==> config.mk <==
export PLATFORM = sky130hd
export DESIGN_NAME = shift_add_mult
export DESIGN_NICKNAME = d
export VERILOG_FILES = /design/src/rtl/shift_add_mult.sv
export SDC_FILE = /design/constraint.sdc
export NUM_CORES = 1
export LEC_CHECK = 0
export CAP_MARGIN = 20
export CORE_MARGIN = 5
export CORE_UTILIZATION = 38
export CTS_BUF_LIST = sky130_fd_sc_hd__clkbuf_16
export DETAILED_ROUTE_END_ITERATION = 8
export GPL_TIMING_DRIVEN = 0
export PLACE_DENSITY = 0.64
export SLEW_MARGIN = 0
export SYNTH_ARGS = -nofsm -noshare
export SYNTH_HDL_FRONTEND = slang
export SYNTH_SLANG_ARGS = --single-unit
==> constraint.sdc <==
create_clock -name CK -period 6.7 [get_ports CK]
set_clock_uncertainty 0.2 [all_clocks]
set_input_delay 1.34 -clock CK [delete_from_list [all_inputs] [get_ports CK]]
set_output_delay 1.34 -clock CK [all_outputs]
set_load 0.02 [all_outputs]
==> src/rtl/shift_add_mult.sv <==
`default_nettype none
// ============================================================================
//  Module      : shift_add_mult
//  Description : Sequential shift-and-add multiplier, one partial product per
//                clock, selectable unsigned or two's-complement signed mode.
//                Three-state controller (IDLE / RUN / DONE); the product
//                register is loaded only when a run completes.
//  Revision    : 1.0 - initial release
// ============================================================================
module shift_add_mult #(
    parameter int WIDTH = 4
) (
    input  logic                   CK,
    input  logic                   RN,
    input  logic                   START,
    input  logic                   SGN,
    input  logic [WIDTH-1:0]       A,
    input  logic [WIDTH-1:0]       B,
    output logic [2*WIDTH-1:0]     P,
    output logic                   BUSY,
    output logic                   READY
);

    // Counter holds 0..WIDTH-1 during a run; sized for WIDTH+1 values so the
    // comparison against the last step never needs a wrap.
    localparam int               CNT_W     = $clog2(WIDTH + 1);
    localparam logic [CNT_W-1:0] LAST_STEP = CNT_W'(WIDTH - 1);

    localparam logic [1:0] S_IDLE = 2'd0;
    localparam logic [1:0] S_RUN  = 2'd1;
    localparam logic [1:0] S_DONE = 2'd2;

    logic [1:0]       state;
    logic [1:0]       state_next;

    // Captured operands: multiplicand, mode, and the multiplier, which lives
    // in the low half of the accumulator and is shifted out LSB first.
    logic [WIDTH-1:0] mcand;
    logic             sgn_mode;
    logic [WIDTH-1:0] acc_hi;
    logic [WIDTH-1:0] acc_lo;
    logic [CNT_W-1:0] step_cnt;

    logic             last_step;
    logic [WIDTH:0]   mcand_ext;
    logic [WIDTH:0]   hi_ext;
    logic [WIDTH:0]   sum;
    logic [WIDTH-1:0] hi_next;
    logic [WIDTH-1:0] lo_next;

    assign last_step = (step_cnt == LAST_STEP);

    // State register.
    always_ff @(posedge CK or negedge RN) begin
        if (!RN) begin
            state <= S_IDLE;
        end else begin
            state <= state_next;
        end
    end

    // Next-state logic: START wins over everything, including completion.
    always_comb begin
        state_next = state;
        if (START) begin
            state_next = S_RUN;
        end else begin
            case (state)
                S_RUN:   state_next = last_step ? S_DONE : S_RUN;
                S_DONE:  state_next = S_DONE;
                default: state_next = S_IDLE;
            endcase
        end
    end

    // Status outputs decoded directly from the state; mutually exclusive.
    always_comb begin
        BUSY  = (state == S_RUN);
        READY = (state == S_DONE);
    end

    // One add/subtract-and-shift step. The W+1 bit adder keeps the carry in
    // unsigned mode and the true sign in signed mode (e.g. 0 - (-2^(W-1))).
    // The multiplier MSB carries negative weight in signed mode, hence the
    // subtraction on the final step.
    always_comb begin
        mcand_ext = {sgn_mode & mcand[WIDTH-1], mcand};
        hi_ext    = {sgn_mode & acc_hi[WIDTH-1], acc_hi};
        sum       = hi_ext;
        if (acc_lo[0]) begin
            if (sgn_mode && last_step) begin
                sum = hi_ext - mcand_ext;
            end else begin
                sum = hi_ext + mcand_ext;
            end
        end
        hi_next = sum[WIDTH:1];
        lo_next = {sum[0], acc_lo[WIDTH-1:1]};
    end

    // Datapath registers: capture on START, step while running, publish the
    // product only on the step that completes the run.
    always_ff @(posedge CK or negedge RN) begin
        if (!RN) begin
            mcand    <= '0;
            sgn_mode <= 1'b0;
            acc_hi   <= '0;
            acc_lo   <= '0;
            step_cnt <= '0;
            P        <= '0;
        end else if (START) begin
            mcand    <= A;
            sgn_mode <= SGN;
            acc_hi   <= '0;
            acc_lo   <= B;
            step_cnt <= '0;
        end else if (state == S_RUN) begin
            acc_hi <= hi_next;
            acc_lo <= lo_next;
            if (last_step) begin
                P <= {hi_next, lo_next};
            end else begin
                step_cnt <= step_cnt + 1'b1;
            end
        end
    end

endmodule
`default_nettype wire

# After elaboration in Yosys (flattened, before gate mapping)
# Index checks and enable logic that the tools add are counted.
[totals] regBits=26 latchBits=0 ram_bits=0 romBits=0 in_bits=12 out_inout_bits=10 word_cells=33 n_memories=0
[op_classes] add_sub_neg=3 multipliers=0 n_div=0 n_lt_le_gt_ge=0 eq_ne=4 shift=0 mux=12 bitwise=3 reduce_logical=4
[ops] op="2-to-1 mux 4 bit" n=4
[ops] op="2-to-1 mux 5 bit" n=2
[ops] op="2-to-1 mux 3 bit" n=3
[ops] op="adder 5 bit" n=1
[ops] op="subtractor 5 bit" n=1
[ops] op="2-to-1 mux 2 bit" n=2
[ops] op="one-hot mux 2 bit (2 select lines)" n=1
[ops] op="adder 3 x 1 -> 3 bit (second input constant)" n=1
[ops] op="== test 3 x 2 -> 1 bit (second input constant)" n=1
[ops] op="AND reduction 3 bit" n=1
[ops] op="bitwise AND 1 bit" n=2
[ops] op="== test 2 x 1 -> 1 bit (second input constant)" n=1
[ops] op="== test 2 bit (second input constant)" n=1
[ops] op="!= test 2 bit (second input constant)" n=1
[ops] op="AND reduction 2 bit" n=1
[ops] op="nonzero test 2 bit" n=1
[ops] op="logical AND 1 bit" n=1
[ops] op="NOT 1 bit" n=1

# Logic depth before layout (Yosys ltp)
[depth] word_depth=6 depth_mapped=13 mapped_depth_nobuf=12

# Least setup slack after synthesis
# No wires, ideal clock.
[synth_path] path_type="register to register" from="register step_cnt[0]" to="register acc_hi[3]" setup_time_ns=0.143 t_arrival_ns=2.412 required_ns=6.357 setup_slack_ns=3.945 stages_incl_launch_ff=12 synth_period_minus_slack_ns=2.755 cell_sequence="dfrtp_1 > ha_1 > ha_1 > buf_6 > nand2_2 > o21ai_0 > fa_1 > nand2b_1 > a21oi_1 > a211oi_1 > a2111oi_1 > o211ai_1"
[synth_via] elab_chain_len=6
[synth_rtl] item="start, declared" line_no="42" text="logic [CNT_W-1:0] step_cnt;"
[synth_rtl] item="start signal, assigned" line_no="123" text="step_cnt <= step_cnt + 1'b1;"
[synth_rtl] item="== test 3 x 2 -> 1 bit" line_no="51" text="assign last_step = (step_cnt == LAST_STEP);"
[synth_rtl] item="logical AND 1 bit" line_no="91" text="if (sgn_mode && last_step) begin"
[synth_rtl] item="2-to-1 mux 5 bit" line_no="91"
[synth_rtl] item="2-to-1 mux 5 bit" line_no="90" text="if (acc_lo[0]) begin"
[synth_rtl] item="2-to-1 mux 4 bit" line_no="117" text="end else if (state == S_RUN) begin"
[synth_rtl] item="2-to-1 mux 4 bit" line_no="111" text="end else if (START) begin"
[synth_rtl] item="end signal, assigned" line_no="118" text="acc_hi <= hi_next;"
[synth_rtl] item="end, declared" line_no="40" text="logic [WIDTH-1:0] acc_hi;"
# Every way passes these cells. The select of a mux whose other input is x is not followed.
# A chain may end at the register's enable or synchronous reset.

# Worst setup path after layout
# Same ends and word-level chain as after synthesis.

==> run metrics <==
fin cells 225; num ports 22; Synth Area in XOR/XNOR 2.324%; TritonCTS clock tree done; main area contributors after synthesis dfrtp_1 43%, ha_1 7.5%, mux2_2 6.0%, o21ai_0 4.3%, nand2_1 4.2%; CP cell instances ha_1 -> ha_1 -> buf_6 -> nand2_2 -> o21ai_0 -> fa_1 -> nand2b_1 -> a21oi_1 -> a211oi_1 -> a2111oi_1 -> o211ai_1; PD cells ~400 nW/um^2; Hold Path Class flip-flop to flip-flop; fraction of layout cells with a size suffix above 1 12.99%; total power roughly 0.75 mW; setup TNS after final layout 0 ps; first-pass GRT wire length 5.609 mm; TritonCTS Buffers 3; post-synthesis adder-cell area fraction under 10%; Final Util 50.77%; register bit total from synthesis 26; Die W 72.99 um; placed cell count between 200 and 250; Antenna Nets Post-Route 0; Post-Syn Area about 1500 um^2; worst r2r dst acc_hi[3]; clock sinks 26; Logic pwr share 45.0%; Vias/cell 5.338; Crit path top cell by count ha_1; Final Worst Setup Slack 3540 ps; cell-internal power around 0.48 mW; Avg Synthesized Cell Area 9.919 um^2; top-count cell post-synth dfrtp_1; First-pass DRT Iterations 4; leak pwr ~0.86 nW; Critical-path top delay cell fa_1; slew of the pin with the lowest slew margin 568.5 ps; Slew HR 61.98%; # DRC 0; sw power between 0.2 and 0.3 mW; antenna violations before repair 0; Hold Crit Depth 2; largest net degree at the start of global routing 18; sequential area share after synthesis approximately 43%; Area Overhead vs Synth 26.06%; Antenna diodes 0; Hold EP P[3]; Setup WS pre-CTS 3650 ps; gr ovfl total 0; Synth top area share 43.15%; period utilization 47.16%; gr busiest metal met2; Initial Utilization 40.27%; number of synthesized flops with an enable pin 0; CTS clk-pin slew, worst paths 70 ps; Setup violations, final 0; Setup Buffers After CTS 0; vias in the first global route 1180; ys async rst share 100.0%; reg2reg path depth 11; gr usage total 13.34%; Slew Limit Fails 0; simple-gate share of the synthesized area 16.68%; area of the multi-input gates around 790 um^2; r2r setup slk 3540 ps; YS warnings 0; run status finished clean; met2 GRT Util 21.05%; vias 1201; predominant post-synthesis flop cell dfrtp_1; largest family of logic cells by synthesized area simple AND/OR/NAND/NOR gates; Max VDD drop 0.1991 mV; Die Y 72.99 um; fillers 348; placed cell areas 1795 um^2; Clk pwr share 23.1%; total die area around 5300 um^2; post-route cell area about 1900 um^2; WL/cell 14.71 um; Worst EP arrival roughly 3000 ps; final wirelength about 3.3 mm; crit path capture type flip-flop; Seq pwr share between 30% and 40%; max cap viols 0; sequential cell area 650.6 um^2; minimum clock period 3160 ps; CP Class flip-flop to flip-flop; PostCTS Resize Cnt 0; post-synthesis compound-gate area fraction ~14%; Worst setup SP type flip-flop; Net Sw Frac 36.05%; CP max FO 9; launching point of the worst reg2reg path step_cnt[0]; leading area contributor after synthesis dfrtp_1; nets 200; # H-tree levels 1; met3 GRT Util 2.342%; hpwl dp about 2.5 mm; Hold Startpoint P[3]; Req. time, crit path 6620 ps; CP peak stage delay 440 ps; Core ar. 3744 um^2; Post-synth top cells 26 x dfrtp_1, 17 x nand2_1, 13 x o21ai_0; GP Congestion ~0.82; Post-Syn Nets 174; mux cell area share after synthesis 9.959%; Post-Synthesis Cells 152; Starting DRT DRC Count 38; RSZ-0062 raised after global routing no; CTS max path bufs 2; port bufs 20; library cells used by synthesis 39; row count 22; met1 Track Usage GR 17.55%; fmax ~320 MHz; Worst-Skew Late Latency around 260 ps; final hold violations 0; root buf cell clkbuf_16; worst hold margin 274.7 ps; post-cts hold buffer count 0
final cells by class:
| type | count | share of cell area (%) |
|---|---|---|
| multi-input cells | 110 | 41.34 |
| flip-flops and latches | 26 | 34.23 |
| repair buffers | 21 | 11.98 |
| clock buffers | 3 | 3.950 |
| well taps | 48 | 3.160 |
| plain buffers | 7 | 1.975 |
| inverters | 9 | 1.777 |
| clock inverters | 1 | 1.580 |
worst max-delay path by stage:
| stage | endpoint | depth (start not counted) | slack (ps) | startpoint |
|---|---|---|---|---|
| after global placement | acc_lo[1] | 1 | 3710 | RN |
| after detailed placement | acc_hi[3] | 11 | 3650 | step_cnt[0] |
| after global routing | P[7] | 11 | 3410 | step_cnt[0] |
| after CTS | BUSY | 3 | 3550 | state[1] |
| final | acc_hi[3] | 11 | 3540 | step_cnt[0] |
| after floorplan | acc_hi[3] | 11 | 3940 | step_cnt[0] |
routing by layer:
layer  share of wire [%]  vias up
met2                  46       42
met5                   0        -
met4                 2.9        0
met1                  45      571
li1                    -      580
met3                 6.3        8
worst max-delay path, delay by kind of cell, from the launching register on:
family | cells | cell delay, ps
compound gates | 5 | 1120
fa+ha+maj | 3 | 830
buf+inv | 1 | 150
flops | 1 | 390
simple gates | 2 | 320
power by group through the flow:
stage | combinational (mW) | clock (mW) | sequential [mW]
after CTS | 0.336 | 0.177 | 0.237
after global placement | 0.313 | 0 | 0.237
after floorplan | 0.213 | 0 | 0.253
final | 0.336 | 0.173 | 0.238
after global routing | 0.368 | 0.183 | 0.245
after detailed placement | 0.329 | 0 | 0.239
registers in the layout, indices dropped and copies added, names as in the netlist:
| register | count |
|---|---|
| P | 8 |
| acc_hi | 4 |
| acc_lo | 4 |
| mcand | 4 |
| sgn_mode | 1 |
| state | 2 |
| step_cnt | 3 |
cell usage in the layout (no fill, tap or decap), drive strengths merged:
cell type	n
nor2	10
nand3b	1
ha	9
nand3	2
nor4	4
or2	2
clkdlybuf4s50	20
o21a	1
and2b	1
a22o	1
nand4	2
o211ai	1
a21o	4
clkbuf	6
or3	1
buf	5
o31ai	1
inv	9
a31oi	1
xnor2	3
fa	1
nor3	2
o21ai	13
nand2	18
mux2	8
dfrtp	26
xor2	1
a211oi	3
a21oi	6
nor2b	4
bufinv	1
a2111oi	2
mux2i	6
nand2b	2
kinds of logic after synthesis:
| family | count (synthesis) |
|---|---|
| fa+ha+maj | 10 |
| xor+xnor | 4 |
| compound gates | 33 |
| mux | 14 |
| simple gates | 49 |
| flops | 26 |
| buf+inv | 16 |
(Power assumes the default switching activity.)
